File: src/rtl/pipe_stage_reg_if.sv
// Valid/ready stage bus carrying a control bundle and a data bundle.
// master drives valid/ctrl/data, slave drives ready.
interface pipe_stage_reg_if #(
  parameter int CTRL_W = 12,
  parameter int DATA_W = 192
);
  logic              valid;
  logic              ready;
  logic [CTRL_W-1:0] ctrl;
  logic [DATA_W-1:0] data;

  modport master (output valid, output ctrl, output data, input ready);
  modport slave  (input valid, input ctrl, input data, output ready);
endinterface

File: src/rtl/pipe_stage_reg.sv
// Pipeline stage register with a one-entry skid buffer, flush and bubble insertion.
// Optional saturating stall/bubble counters are enabled by PIPE_STAGE_PERF_EN.
module pipe_stage_reg #(
  parameter int CTRL_W = 12,
  parameter int DATA_W = 192,
  parameter int CNT_W  = 16
) (
  input  logic                clk,
  input  logic                rst,
  input  logic                flush,
  pipe_stage_reg_if.slave     up,
  pipe_stage_reg_if.master    dn,
  output logic [CNT_W-1:0]    stall_cnt,
  output logic [CNT_W-1:0]    bubble_cnt
);

  typedef enum logic [1:0] {EMPTY, FULL, SKID} state_t;

  state_t            state_p0, stateNxt;
  logic [CTRL_W-1:0] mainCtrl_p0, skidCtrl_p0;
  logic [DATA_W-1:0] mainData_p0, skidData_p0;

  logic outVld, inRdy, accept, emit;
  logic loadMainIn, loadMainSkid, loadSkid, clearCtrl;

  // in_ready comes straight from the state register, never from out_ready
  assign inRdy    = (state_p0 != SKID);
  assign outVld   = (state_p0 != EMPTY);
  assign accept   = up.valid & inRdy;
  assign emit     = outVld & dn.ready;

  assign up.ready = inRdy;
  assign dn.valid = outVld;
  assign dn.ctrl  = mainCtrl_p0;
  assign dn.data  = mainData_p0;

  always_comb begin
    stateNxt     = state_p0;
    loadMainIn   = 1'b0;
    loadMainSkid = 1'b0;
    loadSkid     = 1'b0;
    clearCtrl    = 1'b0;
    unique case (state_p0)
      EMPTY: begin
        if (accept) begin
          stateNxt   = FULL;
          loadMainIn = 1'b1;
        end
      end
      FULL: begin
        if (accept && emit) begin
          loadMainIn = 1'b1;
        end else if (accept) begin
          stateNxt = SKID;
          loadSkid = 1'b1;
        end else if (emit) begin
          stateNxt  = EMPTY;
          clearCtrl = 1'b1;
        end
      end
      SKID: begin
        if (emit) begin
          stateNxt     = FULL;
          loadMainSkid = 1'b1;
        end
      end
      default: begin
        stateNxt  = EMPTY;
        clearCtrl = 1'b1;
      end
    endcase
    // flush discards everything held and anything moving this cycle
    if (flush) begin
      stateNxt     = EMPTY;
      loadMainIn   = 1'b0;
      loadMainSkid = 1'b0;
      loadSkid     = 1'b0;
      clearCtrl    = 1'b1;
    end
  end

  // Stage p0: main (output) and skid registers
  always_ff @(posedge clk) begin
    if (rst) begin
      state_p0    <= EMPTY;
      mainCtrl_p0 <= '0;
      mainData_p0 <= '0;
    end else begin
      state_p0 <= stateNxt;
      if (clearCtrl)         mainCtrl_p0 <= '0;
      else if (loadMainIn)   mainCtrl_p0 <= up.ctrl;
      else if (loadMainSkid) mainCtrl_p0 <= skidCtrl_p0;
      if (loadMainIn)        mainData_p0 <= up.data;
      else if (loadMainSkid) mainData_p0 <= skidData_p0;
    end
  end

  always_ff @(posedge clk) begin
    if (loadSkid) begin
      skidCtrl_p0 <= up.ctrl;
      skidData_p0 <= up.data;
    end
  end

`ifdef PIPE_STAGE_PERF_EN
  function automatic logic [CNT_W-1:0] satInc(input logic [CNT_W-1:0] v);
    return (&v) ? v : v + 1'b1;
  endfunction

  logic [CNT_W-1:0] stallCnt_p0, bubbleCnt_p0;

  // Counters survive flush; only rst clears them
  always_ff @(posedge clk) begin
    if (rst) begin
      stallCnt_p0  <= '0;
      bubbleCnt_p0 <= '0;
    end else begin
      if (outVld && !dn.ready) stallCnt_p0  <= satInc(stallCnt_p0);
      if (!outVld)             bubbleCnt_p0 <= satInc(bubbleCnt_p0);
    end
  end

  assign stall_cnt  = stallCnt_p0;
  assign bubble_cnt = bubbleCnt_p0;
`else
  assign stall_cnt  = '0;
  assign bubble_cnt = '0;
`endif

endmodule
File: src/flat_wrapper.sv
// flat-port wrapper written by rule: the top's interface ports become plain ports
module pipe_stage_reg_flat 
#(
  parameter int CTRL_W = 12,
  parameter int DATA_W = 192,
  parameter int CNT_W  = 16
)
  (clk, rst, flush, stall_cnt, bubble_cnt, up_valid, up_ctrl, up_data, up_ready, dn_valid, dn_ctrl, dn_data, dn_ready);
  pipe_stage_reg_if #(.CTRL_W(CTRL_W), .DATA_W(DATA_W)) up_i ();
  pipe_stage_reg_if #(.CTRL_W(CTRL_W), .DATA_W(DATA_W)) dn_i ();
  input  logic clk;
  input  logic rst;
  input  logic flush;
  output logic [CNT_W-1:0] stall_cnt;
  output logic [CNT_W-1:0] bubble_cnt;
  input wire logic [$bits(up_i.valid)-1:0] up_valid;
  input wire logic [$bits(up_i.ctrl)-1:0] up_ctrl;
  input wire logic [$bits(up_i.data)-1:0] up_data;
  output wire logic [$bits(up_i.ready)-1:0] up_ready;
  output wire logic [$bits(dn_i.valid)-1:0] dn_valid;
  output wire logic [$bits(dn_i.ctrl)-1:0] dn_ctrl;
  output wire logic [$bits(dn_i.data)-1:0] dn_data;
  input wire logic [$bits(dn_i.ready)-1:0] dn_ready;
  assign up_i.valid = up_valid;
  assign up_i.ctrl = up_ctrl;
  assign up_i.data = up_data;
  assign up_ready = up_i.ready;
  assign dn_valid = dn_i.valid;
  assign dn_ctrl = dn_i.ctrl;
  assign dn_data = dn_i.data;
  assign dn_i.ready = dn_ready;
  pipe_stage_reg #(.CTRL_W(CTRL_W), .DATA_W(DATA_W), .CNT_W(CNT_W)) u_core (.clk(clk), .rst(rst), .flush(flush), .up(up_i), .dn(dn_i), .stall_cnt(stall_cnt), .bubble_cnt(bubble_cnt));
endmodule
File: config.mk
export PLATFORM = sky130hd
export DESIGN_NAME = pipe_stage_reg_flat
export DESIGN_NICKNAME = d
export VERILOG_FILES = /design/src/rtl/pipe_stage_reg_if.sv /design/src/rtl/pipe_stage_reg.sv /design/src/flat_wrapper.sv
export SDC_FILE = /design/constraint.sdc
export NUM_CORES = 1
export LEC_CHECK = 0
export ABC_AREA = 1
export CORE_AREA = 2 2 187 189
export DETAILED_ROUTE_END_ITERATION = 10
export DIE_AREA = 0 0 189 191
export GPL_ROUTABILITY_DRIVEN = 0
export PLACE_DENSITY = 0.81
export SYNTH_ARGS = -nofsm -noshare
export SYNTH_HDL_FRONTEND = slang
export SYNTH_SLANG_ARGS = --single-unit
File: constraint.sdc
create_clock -name clk -period 52.9 [get_ports clk]
set_clock_uncertainty 0.2 [all_clocks]
set_input_delay 10.58 -clock clk [delete_from_list [all_inputs] [get_ports clk]]
set_output_delay 10.58 -clock clk [all_outputs]
set_load 0.01 [all_outputs]
* After elaboration in Yosys (flattened, before gate mapping)
Index checks and enable logic that the tools add are counted.
** Operators by class
- Eq/ne operators :: 7
- Muxes and demuxes :: 24
- Bitwise gates (word level) :: 2
- Reduce and logical (&&, ||, !) cells :: 8
** Operators with widths (count)
- $mux W192 :: 2
- $mux W12 :: 2
- $mux W1 :: 12
- $mux W2 :: 5
- $pmux W2 S3 :: 1
- $reduce_or A2 Y1 :: 3
- $ne A2 B1 Y1 const B :: 2
- $ne A2 B2 Y1 const B :: 2
- $pmux W1 S2 :: 2
- $reduce_and A4 Y1 :: 1
- $reduce_bool A2 Y1 :: 2
- $ne A3 B1 Y1 const B :: 1
- $and A1 B1 Y1 :: 2
- $eq A2 B1 Y1 const B :: 1
- $eq A2 B2 Y1 const B :: 1
- $logic_not A2 Y1 :: 1
- $logic_and A1 B1 Y1 :: 1
** Storage, ports and cells
- Register bits :: 410
- Input port bits :: 209
- Output and inout bits :: 238
- Logic and storage cells :: 46

* Depth between registers and ports, before layout
Gate-level depths: netlist of the first run.
- Depth in word-level cells :: 8
- Depth in mapped cells :: 9
- Gate-level depth less buffers :: 7

* Worst setup path before layout of the first run
Ideal clock, no wire load.
- Kind :: input to register
- Start :: in flush
- End :: reg u_core.skidCtrl_p0[0] (enable)
- Library setup time :: 1.291 ns
- Data arrival time :: 30.271 ns
- Required time :: 51.409 ns
- Slack :: 21.138 ns
- Stages :: 1
- Path buffers :: 0
- Path through :: nor4_1
** Between the ends
- Word-level cells in the longest chain between the ends :: 1
** Ends and longest elaborated chain
- start: declaration :: RTL line flat_wrapper.sv:13 : input logic flush;
- $mux W1 :: RTL line pipe_stage_reg.sv:73 : if (flush) begin
- end signal: assignment :: RTL line pipe_stage_reg.sv:100 : skidCtrl_p0 <= up.ctrl;
- end: declaration :: RTL line pipe_stage_reg.sv:20 : logic [CTRL_W-1:0] mainCtrl_p0, skidCtrl_p0;
No other way between the ends.
A chain may end at the register's enable or synchronous reset.

* Worst setup path in the final report of the first run
- Start :: in up_valid
- End :: reg u_core.mainData_p0[93], in the netlist u_core.dn.data[93]
** Between the ends
- Word-level cells in the longest chain between the ends :: 6
- Elaborated cells on any way between the ends :: 8
- Those cells by class :: 5 x mux; 1 x bitwise; 2 x reduce/logical
** Ends and longest elaborated chain
- start: declaration :: RTL line flat_wrapper.sv:16 : input wire logic [$bits(up_i.valid)-1:0] up_valid;
- $and A1 B1 Y1 * :: RTL line pipe_stage_reg.sv:29 : assign accept = up.valid & inRdy;
- $logic_and A1 B1 Y1 :: RTL line pipe_stage_reg.sv:51 : if (accept && emit) begin
- $mux W1 :: RTL line pipe_stage_reg.sv:51
- $pmux W1 S2 * :: RTL line pipe_stage_reg.sv:43 : unique case (state_p0)
- $mux W1 * :: RTL line pipe_stage_reg.sv:73
- $mux W192 / $reduce_bool A2 Y1 (equally long branches)
- end signal: assignment :: RTL line pipe_stage_reg.sv:93 : if (loadMainIn) mainData_p0 <= up.data;
- end signal: assignment :: RTL line pipe_stage_reg.sv:94 : else if (loadMainSkid) mainData_p0 <= skidData_p0;
- end: declaration :: RTL line pipe_stage_reg.sv:21 : logic [DATA_W-1:0] mainData_p0, skidData_p0;
Every way passes the cells marked *; elsewhere a longest branch is shown, timed or not.

==> impl_metrics.py, run 1 <==
metrics = {
    "cells_and_area": {
        "non_filler_cells_final": 3064,
        "stdcell_area_um2": 23680,
        "num-nets-final": 2778,
        "area_growth_pct": 30.39,
        "nFillCells": 2612,
        "drive_gt1_share_pct": 3.226,
        "multi_input_area_um2": 6389,
        "regArea_um2": 10250,
    },
    "logic_synthesis": {
        "seq_total_area_yosys_pct": 56.43,
        "yosysWarnings": 0,
        "synth_xor_xnor_area_share_pct": 0,
        "ys_ff_latch": 410,
        "synth_compound_area_share_pct": 0.1102,
        "synthCells": 2233,
        "synthesis.area_per_instance_um2": 8.134,
        "netlist_area_um2": 18160,
        "muxShareOfSynthArea_pct": 0,
        "yosys.area_share.adder_pct": 0,
        "synth_top_family_by_area": "simple AND/OR/NAND/NOR gates",
        "netlist-cell-type-count": 20,
        "synthesized_area_fraction_occupied_by_and_or_nand_nor_cells_pct": 34.18,
    },
    "setup_path": {
        "max_stage_delay_ns": 0.91,
        "critical_path_class": "in2reg",
        "r2r-start": "u_core.state_p0[0]",
        "cp_max_fo": 106,
        "worst_setup_path_startpoint": "up_valid",
        "critical_path.most_common_cell": "sky130_fd_sc_hd__nor2_1",
        "critical_path.startpoint_type": "input pin",
        "timing.critical_path.slowest_stage_cell": "sky130_fd_sc_hd__buf_4",
        "crit_path_cell_trace": "clkdlybuf4s50_1 -> inv_1 -> nor2_2 -> nand3_4 -> nand2_8 -> buf_4 -> nand2_1 -> nor2_1 -> nor2_1",
        "timing.critical_path.required_ns": 53.13,
        "crit_arrival_ns": 14.28,
        "timing.critical_path.to_type": "flop",
    },
    "detailed_routing": {
        "detail_route.first_pass.iterations": 7,
        "first_drt_iteration_drcs": 1059,
        "per_cell_routed_wire_length_um": 15.66,
        "route.final.wire_length_mm": 47.97,
        "postRouteAntennaNets": 0,
        "detail_route.drc_violations": 0,
        "avgViaCountPerCell": 4.930,
        "routed-via-count": 15105,
    },
    "power_and_ir_drop": {
        "power_per_cell_area_nw_per_um2": 31.71,
        "leakage_uw": 0.01071,
        "vdd.ir_drop.worst_uv": 25.83,
        "fin_total_pwr_uw": 751.0,
    },
    "floorplan": {
        "io-pin-count": 447,
        "die_area_um2": 36100,
        "floorplan.initialDensity_pct": 53.23,
        "placeableCoreArea_um2": 34120,
        "fp.dieH_um": 191,
        "die_x_um": 189,
        "fp-row-count": 68,
    },
    "clock_tree": {
        "cts-root-buf": "sky130_fd_sc_hd__clkbuf_16",
        "postCtsHoldBufs": 0,
        "tritoncts": "built",
        "cts_num_sinks": 410,
        "cts_buffers": 43,
        "post_cts.resized_instances": 0,
        "worstSkewPairLatency_ns": 0.55,
        "clkTransAtPathRegs_ns": 0.06,
        "cts_post_setup_buffers_inserted": 0,
        "number_of_levels_in_the_clock_h_tree": 2,
        "ctsLongestPathBuffers": 3,
    },
    "timing": {
        "fmaxAchievable_mhz": 71.18,
        "setup_total_negative_slack_ns": 0,
        "rsz0062_at_grt": "no",
        "period_needed_ns": 14.05,
        "period_share_pct": 26.56,
        "tightestPinTransition_ns": 1.101,
        "maxSlewViolCount": 0,
        "final_hold_viol_count": 0,
        "finalSetupViolCount": 0,
        "timing.max_slew.rel_slack_pct": 26.58,
    },
    "placed_design": {
        "dp_hpwl_mm": 29.68,
        "place_area_um2": 22250,
        "placedCellCount": 2979,
        "portBuffers": 414,
    },
    "global_route": {
        "grt_pass1_vias": 14147,
        "maximum_number_of_pins_on_one_net_before_global_route_repair": 236,
        "antenna_found_initial": 9,
        "grt_pass1_wl_mm": 74.99,
        "globalRoute.totalOverflow": 0,
        "grt_usage_pct": 25.96,
    },
    "hold_path": {
        "min-delay-path-class": "reg2reg",
        "min-delay-start": "u_core.dn.data[191]",
    },
    "run": {
        "cap_viol_max_count": 0,
    },
    "run_status": {
        "run_status": "finished, final reports clean",
    },
}
-- per-stage QoR --
stage	hold slack [ns]	setup WS, ns	utilization [%]
6_report	0.2841	38.85	69.41
5_1_grt	0.3022	38.53	69.40
4_1_cts	0.2832	38.95	69.37
3_5_place_dp	0.2746	38.44	65.21
3_3_place_gp	0.2790	38.47	65.21
2_1_floorplan	0.2998	21.14	-
-- where the power goes --
group | internal, uW | switching [uW]
registers | 345 | 6.16
logic | 49.5 | 49.7
clock network | 177 | 123
-- logic make-up (layout without fill, tap and decap cells) --
logic type | after synthesis | after routing
AOI/OAI and AO/OA | 4 | 4
DFF | 410 | 410
other | 1 | 37
and+or+nand+nor | 1443 | 1443
buffers and inverters | 375 | 715
-- final cells by class --
| type | instances | area share (%) |
|---|---|---|
| clock inverters | 12 | 0.4121 |
| diodes | 5 | 0.05283 |
| well taps | 455 | 2.404 |
| inverters | 211 | 3.366 |
| multi-input cells | 1479 | 26.98 |
| repair buffers | 424 | 17.92 |
| flip-flops and latches | 410 | 43.28 |
| clock buffers | 68 | 5.585 |
-- flip-flops by register name, indices dropped and copies added (netlist names) --
name                cells
u_core.skidCtrl_p0     12
u_core.skidData_p0    192
u_core.dn.ctrl         12
u_core.dn.data        192
u_core.state_p0         2
-- synth_stat cells --
library cell / count / share of area [%]
sky130_fd_sc_hd__inv_1: 209 / 4.3
sky130_fd_sc_hd__nor2_2: 2 / 0.069
sky130_fd_sc_hd__buf_1: 6 / 0.12
sky130_fd_sc_hd__nand3_2: 1 / 0.055
sky130_fd_sc_hd__nor2_1: 611 / 13
sky130_fd_sc_hd__dfxtp_1: 206 / 23
sky130_fd_sc_hd__clkbuf_1: 23 / 0.48
sky130_fd_sc_hd__conb_1: 1 / 0.021
sky130_fd_sc_hd__a21oi_1: 3 / 0.083
sky130_fd_sc_hd__o21ai_0: 1 / 0.028
sky130_fd_sc_hd__nor4_1: 1 / 0.034
sky130_fd_sc_hd__nand3_1: 7 / 0.19
sky130_fd_sc_hd__nand2_1: 615 / 13
sky130_fd_sc_hd__nand2_2: 2 / 0.069
sky130_fd_sc_hd__edfxtp_1: 204 / 34
sky130_fd_sc_hd__buf_2: 93 / 2.6
sky130_fd_sc_hd__nand4_1: 2 / 0.069
sky130_fd_sc_hd__inv_2: 2 / 0.041
sky130_fd_sc_hd__nand3b_1: 202 / 8.3
sky130_fd_sc_hd__buf_4: 42 / 1.7
-- placed cells by master (no fill, tap or decap) --
cell type	n
sky130_fd_sc_hd__a21oi_1	3
sky130_fd_sc_hd__buf_12	2
sky130_fd_sc_hd__buf_4	8
sky130_fd_sc_hd__bufinv_16	1
sky130_fd_sc_hd__clkbuf_1	12
sky130_fd_sc_hd__clkbuf_16	45
sky130_fd_sc_hd__clkbuf_8	11
sky130_fd_sc_hd__clkdlybuf4s50_1	414
sky130_fd_sc_hd__clkinv_1	2
sky130_fd_sc_hd__clkinv_2	7
sky130_fd_sc_hd__clkinv_8	1
sky130_fd_sc_hd__conb_1	32
sky130_fd_sc_hd__dfxtp_1	206
sky130_fd_sc_hd__diode_2	5
sky130_fd_sc_hd__edfxtp_1	204
sky130_fd_sc_hd__inv_1	209
sky130_fd_sc_hd__inv_2	1
sky130_fd_sc_hd__inv_6	2
sky130_fd_sc_hd__nand2_1	615
sky130_fd_sc_hd__nand2_8	2
sky130_fd_sc_hd__nand3_1	7
sky130_fd_sc_hd__nand3_4	1
sky130_fd_sc_hd__nand3b_1	202
sky130_fd_sc_hd__nand4_1	2
sky130_fd_sc_hd__nor2_1	611
sky130_fd_sc_hd__nor2_2	2
sky130_fd_sc_hd__nor4_2	1
sky130_fd_sc_hd__o21ai_0	1
-- critical path, delay by kind of cell --
family | cells | cell delay [ns]
and+or+nand+nor | 6 | 1.96
buffers and inverters | 3 | 1.54
-- routing by layer --
layer  vias up  part of all wire [%]  global-route usage [%]
met1      6913                    39                   32.20
li1       7475                     -                       -
met5         -                 0.090                       0
met4         6                   4.2                   11.09
met3       120                    10                   7.802
met2       591                    47                   42.21
-- worst paths after layout --
path,cells after the start,slack (ns),end
max reg2reg,7,49.04,u_core.dn.data[97]
max,9,38.85,u_core.dn.data[93]
min reg2reg,2,0.28,u_core.dn.data[191]
min,2,0.28,u_core.dn.data[191]
No activity file was read; power rests on OpenSTA's default activity.
==> run 2: changes to the inputs <==
--- a/config.mk
+++ b/config.mk
@@ -6,11 +6,11 @@
 export NUM_CORES = 1
 export LEC_CHECK = 0
 export ABC_AREA = 1
-export CORE_AREA = 2 2 187 189
+export CORE_AREA = 2 2 204 206
 export DETAILED_ROUTE_END_ITERATION = 10
-export DIE_AREA = 0 0 189 191
+export DIE_AREA = 0 0 206 208
 export GPL_ROUTABILITY_DRIVEN = 0
-export PLACE_DENSITY = 0.81
+export PLACE_DENSITY = 0.72
 export SYNTH_ARGS = -nofsm -noshare
 export SYNTH_HDL_FRONTEND = slang
 export SYNTH_SLANG_ARGS = --single-unit
==> constraint.sdc (replaced) <==
create_clock -name clk -period 11.3 [get_ports clk]
set_clock_uncertainty 0.2 [all_clocks]
set_input_delay 2.26 -clock clk [delete_from_list [all_inputs] [get_ports clk]]
set_output_delay 2.26 -clock clk [all_outputs]
set_load 0.01 [all_outputs]
==> run 2 against run 1 <==
  * Via count is 2.3% lower
  * Die area is 19% higher
  * Register-to-register slack worse by 42 ns
  * Critical path type unchanged
==> impl_metrics.py, run 2 (synthesis results as in run 1) <==
metrics = {
    "global_route": {
        "grt_pass1_wl_mm": 75.31,
        "gr-max-usage-layer": "met2",
        "met2_usage_pct": 35.03,
        "globalRoute.totalOverflow": 0,
        "maximum_number_of_pins_on_one_net_before_global_route_repair": 119,
        "grt_usage_pct": 22.10,
        "grt_pass1_vias": 13822,
        "met1_usage_pct": 27.63,
        "globalRouteMet3Util_pct": 8.412,
        "antenna_found_initial": 10,
    },
    "setup_path": {
        "timing.critical_path.slowest_stage_cell": "sky130_fd_sc_hd__buf_4",
        "critical_path_class": "in2reg",
        "critical_path.most_common_cell": "sky130_fd_sc_hd__nand2_1",
        "timing.critical_path.to_type": "flop",
        "crit_arrival_ns": 6.04,
        "critical_path.startpoint_type": "input pin",
        "max_stage_delay_ns": 0.92,
        "timing.critical_path.required_ns": 11.59,
        "crit_path_cell_trace": "clkdlybuf4s50_1 -> inv_1 -> nand2_1 -> nand3_4 -> buf_4 -> buf_4 -> nand2_1 -> nand2_1 -> nor2_1 -> nor2_1",
        "worst_setup_path_startpoint": "dn_ready",
        "cp_max_fo": 114,
        "r2r-start": "u_core.state_p0[0]",
    },
    "floorplan": {
        "placeableCoreArea_um2": 40550,
        "io-pin-count": 447,
        "die_area_um2": 42850,
        "fp.dieH_um": 208,
        "floorplan.initialDensity_pct": 44.79,
        "die_x_um": 206,
        "fp-row-count": 74,
    },
    "timing": {
        "final_hold_viol_count": 0,
        "finalHoldWorstSlack_ns": 0.2937,
        "timing.max_slew.rel_slack_pct": 22.74,
        "fmaxAchievable_mhz": 174.1,
        "period_share_pct": 50.82,
        "tightestPinTransition_ns": 1.159,
        "period_needed_ns": 5.742,
        "maxSlewViolCount": 0,
        "setup_total_negative_slack_ns": 0,
        "rsz0062_at_grt": "no",
        "finalSetupViolCount": 0,
    },
    "detailed_routing": {
        "first_drt_iteration_drcs": 916,
        "per_cell_routed_wire_length_um": 15.49,
        "route.final.wire_length_mm": 48.74,
        "avgViaCountPerCell": 4.688,
        "detail_route.first_pass.iterations": 5,
        "routed-via-count": 14753,
        "detail_route.drc_violations": 0,
        "postRouteAntennaNets": 0,
    },
    "cells_and_area": {
        "drive_gt1_share_pct": 3.332,
        "area_growth_pct": 30.96,
        "nFillCells": 3570,
        "final_cell_mix": "sky130_fd_sc_hd__nand2_1 (615), sky130_fd_sc_hd__nor2_1 (611), sky130_fd_sc_hd__clkdlybuf4s50_1 (414)",
        "most_common_cell_after_layout_fill_and_taps_aside": "sky130_fd_sc_hd__nand2_1",
        "num-nets-final": 2783,
    },
    "run_status": {
        "run_status": "finished, final reports clean",
    },
    "hold_path": {
        "min-delay-start": "u_core.dn.data[190]",
        "min-delay-path-class": "reg2reg",
    },
    "power_and_ir_drop": {
        "power_per_cell_area_nw_per_um2": 148.4,
        "leakage_uw": 0.01072,
        "vdd.ir_drop.worst_uv": 122.0,
    },
    "placed_design": {
        "portBuffers": 414,
        "dp_hpwl_mm": 30.63,
    },
    "clock_tree": {
        "clkTransAtPathRegs_ns": 0.06,
        "post_cts.resized_instances": 0,
        "ctsLongestPathBuffers": 3,
        "number_of_levels_in_the_clock_h_tree": 2,
        "cts_num_sinks": 410,
        "cts_post_setup_buffers_inserted": 0,
        "cts-root-buf": "sky130_fd_sc_hd__clkbuf_16",
        "cts_buffers": 46,
        "postCtsHoldBufs": 0,
        "worstSkewPairLatency_ns": 0.57,
        "tritoncts": "built",
    },
    "run": {
        "cap_viol_max_count": 0,
    },
}
## run 2: cell types whose count changed in the layout (fill, tap and decap cells not counted)
cell                         before  now
sky130_fd_sc_hd__buf_4            8   12
sky130_fd_sc_hd__clkbuf_1        12   15
sky130_fd_sc_hd__clkbuf_8        11    8
sky130_fd_sc_hd__inv_6            2    5
sky130_fd_sc_hd__buf_12           2    0
sky130_fd_sc_hd__clkbuf_16       45   47
sky130_fd_sc_hd__bufinv_16        1    0
sky130_fd_sc_hd__clkinv_1         2    3
sky130_fd_sc_hd__clkinv_8         1    0
sky130_fd_sc_hd__clkinvlp_4       0    1
sky130_fd_sc_hd__diode_2          5    4
sky130_fd_sc_hd__nor4_2           1    0
sky130_fd_sc_hd__nor4_4           0    1
## run 2: final cells by class
class                      instances  area, um2  area share, %
multi-input combinational       1479       6397          26.90
sequential                       410      10250          43.09
antenna                            4      10.01        0.04208
tap                              532      665.6          2.799
timing repair buffer             426       4234          17.80
inverter                         211      797.0          3.351
clock buffer                      70       1343          5.644
clock inverter                    15      88.84         0.3735
## run 2: per-layer routing
| layer | vias to the layer above | wire [um] |
|---|---|---|
| met3 | 89 | 5152 |
| met2 | 453 | 22200 |
| met1 | 6699 | 20000 |
| li1 | 7498 | - |
| met4 | 14 | 1302 |
| met5 | - | 95 |
## run 2: per-stage QoR
stage / util (%) / instances / setup WS [ns] / instance area [um2] / total power, uW
finish: 58.65 / 3147 / 5.558 / 23790 / 3530
CTS: 58.63 / 3143 / 5.617 / 23780 / 3573
detailed placement: 55.10 / 3058 / 5.014 / 22340 / 2137
floorplan: - / 2264 / 1.715 / 18290 / 1914
global route: 58.64 / 3145 / 5.264 / 23780 / 3680
global placement: 55.10 / 3058 / 5.052 / 22340 / 2127
## run 2: where the power goes
| group | switching, uW | internal [uW] | total [uW] |
|---|---|---|---|
| logic | 232 | 232 | 464 |
| clock network | 602 | 821 | 1420 |
| registers | 26.3 | 1620 | 1640 |
## run 2: worst paths after layout
path	end	slack [ns]	depth (start not counted)
max	u_core.dn.data[19]	5.56	10
min reg2reg	u_core.dn.data[190]	0.29	2
max reg2reg	u_core.dn.data[19]	7.37	8
min	u_core.dn.data[190]	0.29	2
## run 2: worst max-delay path: cells and delay by family
family        cells  cell delay (ns)
simple gates      6             1.26
buf+inv           4             2.36
==> run 3: changes to the inputs <==
--- a/config.mk
+++ b/config.mk
@@ -6,11 +6,11 @@
 export NUM_CORES = 1
 export LEC_CHECK = 0
 export ABC_AREA = 1
-export CORE_AREA = 2 2 204 206
+export CORE_AREA = 2 2 194 196
 export DETAILED_ROUTE_END_ITERATION = 10
-export DIE_AREA = 0 0 206 208
+export DIE_AREA = 0 0 196 198
 export GPL_ROUTABILITY_DRIVEN = 0
-export PLACE_DENSITY = 0.72
+export PLACE_DENSITY = 0.76
 export SYNTH_ARGS = -nofsm -noshare
 export SYNTH_HDL_FRONTEND = slang
 export SYNTH_SLANG_ARGS = --single-unit
==> constraint.sdc (replaced) <==
create_clock -name clk -period 5.7 [get_ports clk]
set_clock_uncertainty 0.2 [all_clocks]
set_input_delay 1.14 -clock clk [delete_from_list [all_inputs] [get_ports clk]]
set_output_delay 1.14 -clock clk [all_outputs]
set_load 0.01 [all_outputs]
==> run 3 against run 2 <==
  * Routed wire length decreased by 1.2%
  * Sequential share of layout area increased by 0.061 points
  * Sequential cell count unchanged
  * Sequential power increased by 99%
  * Hold slack improved by 0.011 ns
  * Register-to-register slack got worse by 4.4 ns
  * Die area decreased by 9.4%
  * Total power increased by 95%
  * Combinational power increased by 99%
  * Non-clock buffer count increased by 2
  * Largest power group unchanged
  * Global-route usage increased by 2.2 points
==> impl_metrics.py, run 3 (synthesis results as in run 1) <==
metrics = {
    "cells_and_area": {
        "drive_gt1_share_pct": 3.255,
        "area_growth_pct": 30.77,
        "final_cell_mix": "sky130_fd_sc_hd__nand2_1 (614), sky130_fd_sc_hd__nor2_1 (611), sky130_fd_sc_hd__clkdlybuf4s50_1 (414)",
        "stdcell_area_um2": 23750,
        "num-nets-final": 2784,
        "non_filler_cells_final": 3091,
        "most_common_cell_after_layout_fill_and_taps_aside": "sky130_fd_sc_hd__nand2_1",
    },
    "power_and_ir_drop": {
        "vdd.ir_drop.worst_uv": 230.8,
        "power_per_cell_area_nw_per_um2": 289.4,
        "leakage_uw": 0.01072,
    },
    "placed_design": {
        "place_area_um2": 22390,
        "dp_hpwl_mm": 29.95,
        "placedCellCount": 3002,
        "portBuffers": 414,
        "pre_cts_slack_ns": 1.608,
    },
    "global_route": {
        "grt_usage_pct": 24.25,
        "maximum_number_of_pins_on_one_net_before_global_route_repair": 273,
        "globalRoute.totalOverflow": 0,
        "grt_pass1_vias": 13951,
        "antenna_found_initial": 8,
        "grt_pass1_wl_mm": 74.91,
    },
    "setup_path": {
        "critical_path.startpoint_type": "input pin",
        "path_buf_inv": 3,
        "timing.critical_path.slowest_stage_cell": "sky130_fd_sc_hd__clkdlybuf4s50_1",
        "critical_path.most_common_cell": "sky130_fd_sc_hd__nor2_1",
        "crit_arrival_ns": 3.72,
        "cp_max_fo": 55,
        "critical_path_class": "in2reg",
        "path_delay_family": "simple AND/OR/NAND/NOR gates",
        "max_stage_delay_ns": 0.68,
        "timing.critical_path.required_ns": 5.95,
        "timing.critical_path.to_type": "flop",
        "crit_path_cell_trace": "clkdlybuf4s50_1 -> inv_16 -> nor2_1 -> nand2_8 -> nand2_8 -> buf_4 -> nand2_1 -> nor2_1 -> nor2_1",
    },
    "detailed_routing": {
        "first_drt_iteration_drcs": 931,
        "detail_route.drc_violations": 0,
        "postRouteAntennaNets": 0,
        "avgViaCountPerCell": 4.814,
        "route.final.wire_length_mm": 48.15,
        "detail_route.first_pass.iterations": 7,
        "routed-via-count": 14879,
        "per_cell_routed_wire_length_um": 15.58,
    },
    "timing": {
        "worst_slack_ns": 2.231,
        "timing.max_slew.rel_slack_pct": 22.11,
        "final_hold_viol_count": 0,
        "period_needed_ns": 3.469,
        "maxSlewViolCount": 0,
        "finalSetupViolCount": 0,
        "finalHoldWorstSlack_ns": 0.3043,
        "fmaxAchievable_mhz": 288.3,
        "period_share_pct": 60.85,
        "rsz0062_at_grt": "no",
        "tightestPinTransition_ns": 1.168,
    },
    "floorplan": {
        "fp.dieH_um": 198,
        "die_area_um2": 38810,
        "fp-row-count": 71,
        "floorplan.initialDensity_pct": 49.15,
        "die_x_um": 196,
        "placeableCoreArea_um2": 36960,
        "io-pin-count": 447,
    },
    "clock_tree": {
        "number_of_levels_in_the_clock_h_tree": 2,
        "ctsLongestPathBuffers": 3,
        "cts_num_sinks": 410,
        "clkTransAtPathRegs_ns": 0.06,
        "tritoncts": "built",
        "postCtsHoldBufs": 0,
        "post_cts.resized_instances": 0,
        "cts-root-buf": "sky130_fd_sc_hd__clkbuf_16",
        "worstSkewPairLatency_ns": 0.56,
        "cts_post_setup_buffers_inserted": 0,
        "cts_buffers": 45,
    },
    "run_status": {
        "run_status": "finished, final reports clean",
    },
    "hold_path": {
        "min-delay-path-class": "reg2reg",
    },
    "run": {
        "cap_viol_max_count": 0,
    },
}
[run 3: cell types whose count changed in the layout (fill, tap and decap cells not counted), moves of 2 or more]
cell and delta:
sky130_fd_sc_hd__clkbuf_1 -3, sky130_fd_sc_hd__buf_4 -4, sky130_fd_sc_hd__buf_12 +6, sky130_fd_sc_hd__clkinv_1 +7, sky130_fd_sc_hd__clkinv_2 +3, sky130_fd_sc_hd__inv_6 -2
sky130_fd_sc_hd__clkbuf_8 -5, sky130_fd_sc_hd__diode_2 +2
[run 3: cell type report]
class                           instances  area, um2
Antenna cell                            6      15.01
Clock inverter                         22      105.1
Tap cell                              474      593.1
Clock buffer                           61       1237
Fill cell                            3059      13200
Multi-Input combinational cell       1479       6414
Inverter                              211      813.3
Timing Repair Buffer                  428       4324
Sequential cell                       410      10250
[run 3: per-layer routing]
| layer | vias up | wire (um) | track usage (%) |
|---|---|---|---|
| met3 | 83 | 4478 | 7.716 |
| li1 | 7499 | - | - |
| met4 | 8 | 1481 | 9.484 |
| met2 | 514 | 21910 | 38.43 |
| met5 | - | 54 | 0 |
| met1 | 6775 | 20230 | 31.01 |
[run 3: through the flow]
step	setup TNS, ns	util [%]	power, uW
2_1_floorplan	-561.69	-	3796
3_3_place_gp	0	60.60	4221
3_5_place_dp	0	60.60	4241
4_1_cts	0	64.23	6943
5_1_grt	0	64.25	7151
6_report	0	64.27	6873
[run 3: tightest hold or removal path: stages, from the launching register on]
cell and delay, ns:
sky130_fd_sc_hd__dfxtp_1 0.32, sky130_fd_sc_hd__nand3_1 0.08, sky130_fd_sc_hd__a21oi_1 0.06
[run 3: final timing paths]
path                        from             endpoint  slack [ns]  cells past startpoint
max                     dn_ready   u_core.dn.data[30]        2.23                      9
min          u_core.dn.data[190]  u_core.dn.data[190]        0.30                      2
max reg2reg   u_core.state_p0[0]   u_core.dn.data[29]        3.02                      8
min reg2reg  u_core.dn.data[190]  u_core.dn.data[190]        0.30                      2
[run 3: power by group]
part | leakage, uW | total, uW | internal, uW | switching [uW]
logic | 0.00652 | 923 | 464 | 460
registers | 0.00354 | 3260 | 3210 | 56.2
clock network | 0.000666 | 2690 | 1520 | 1170
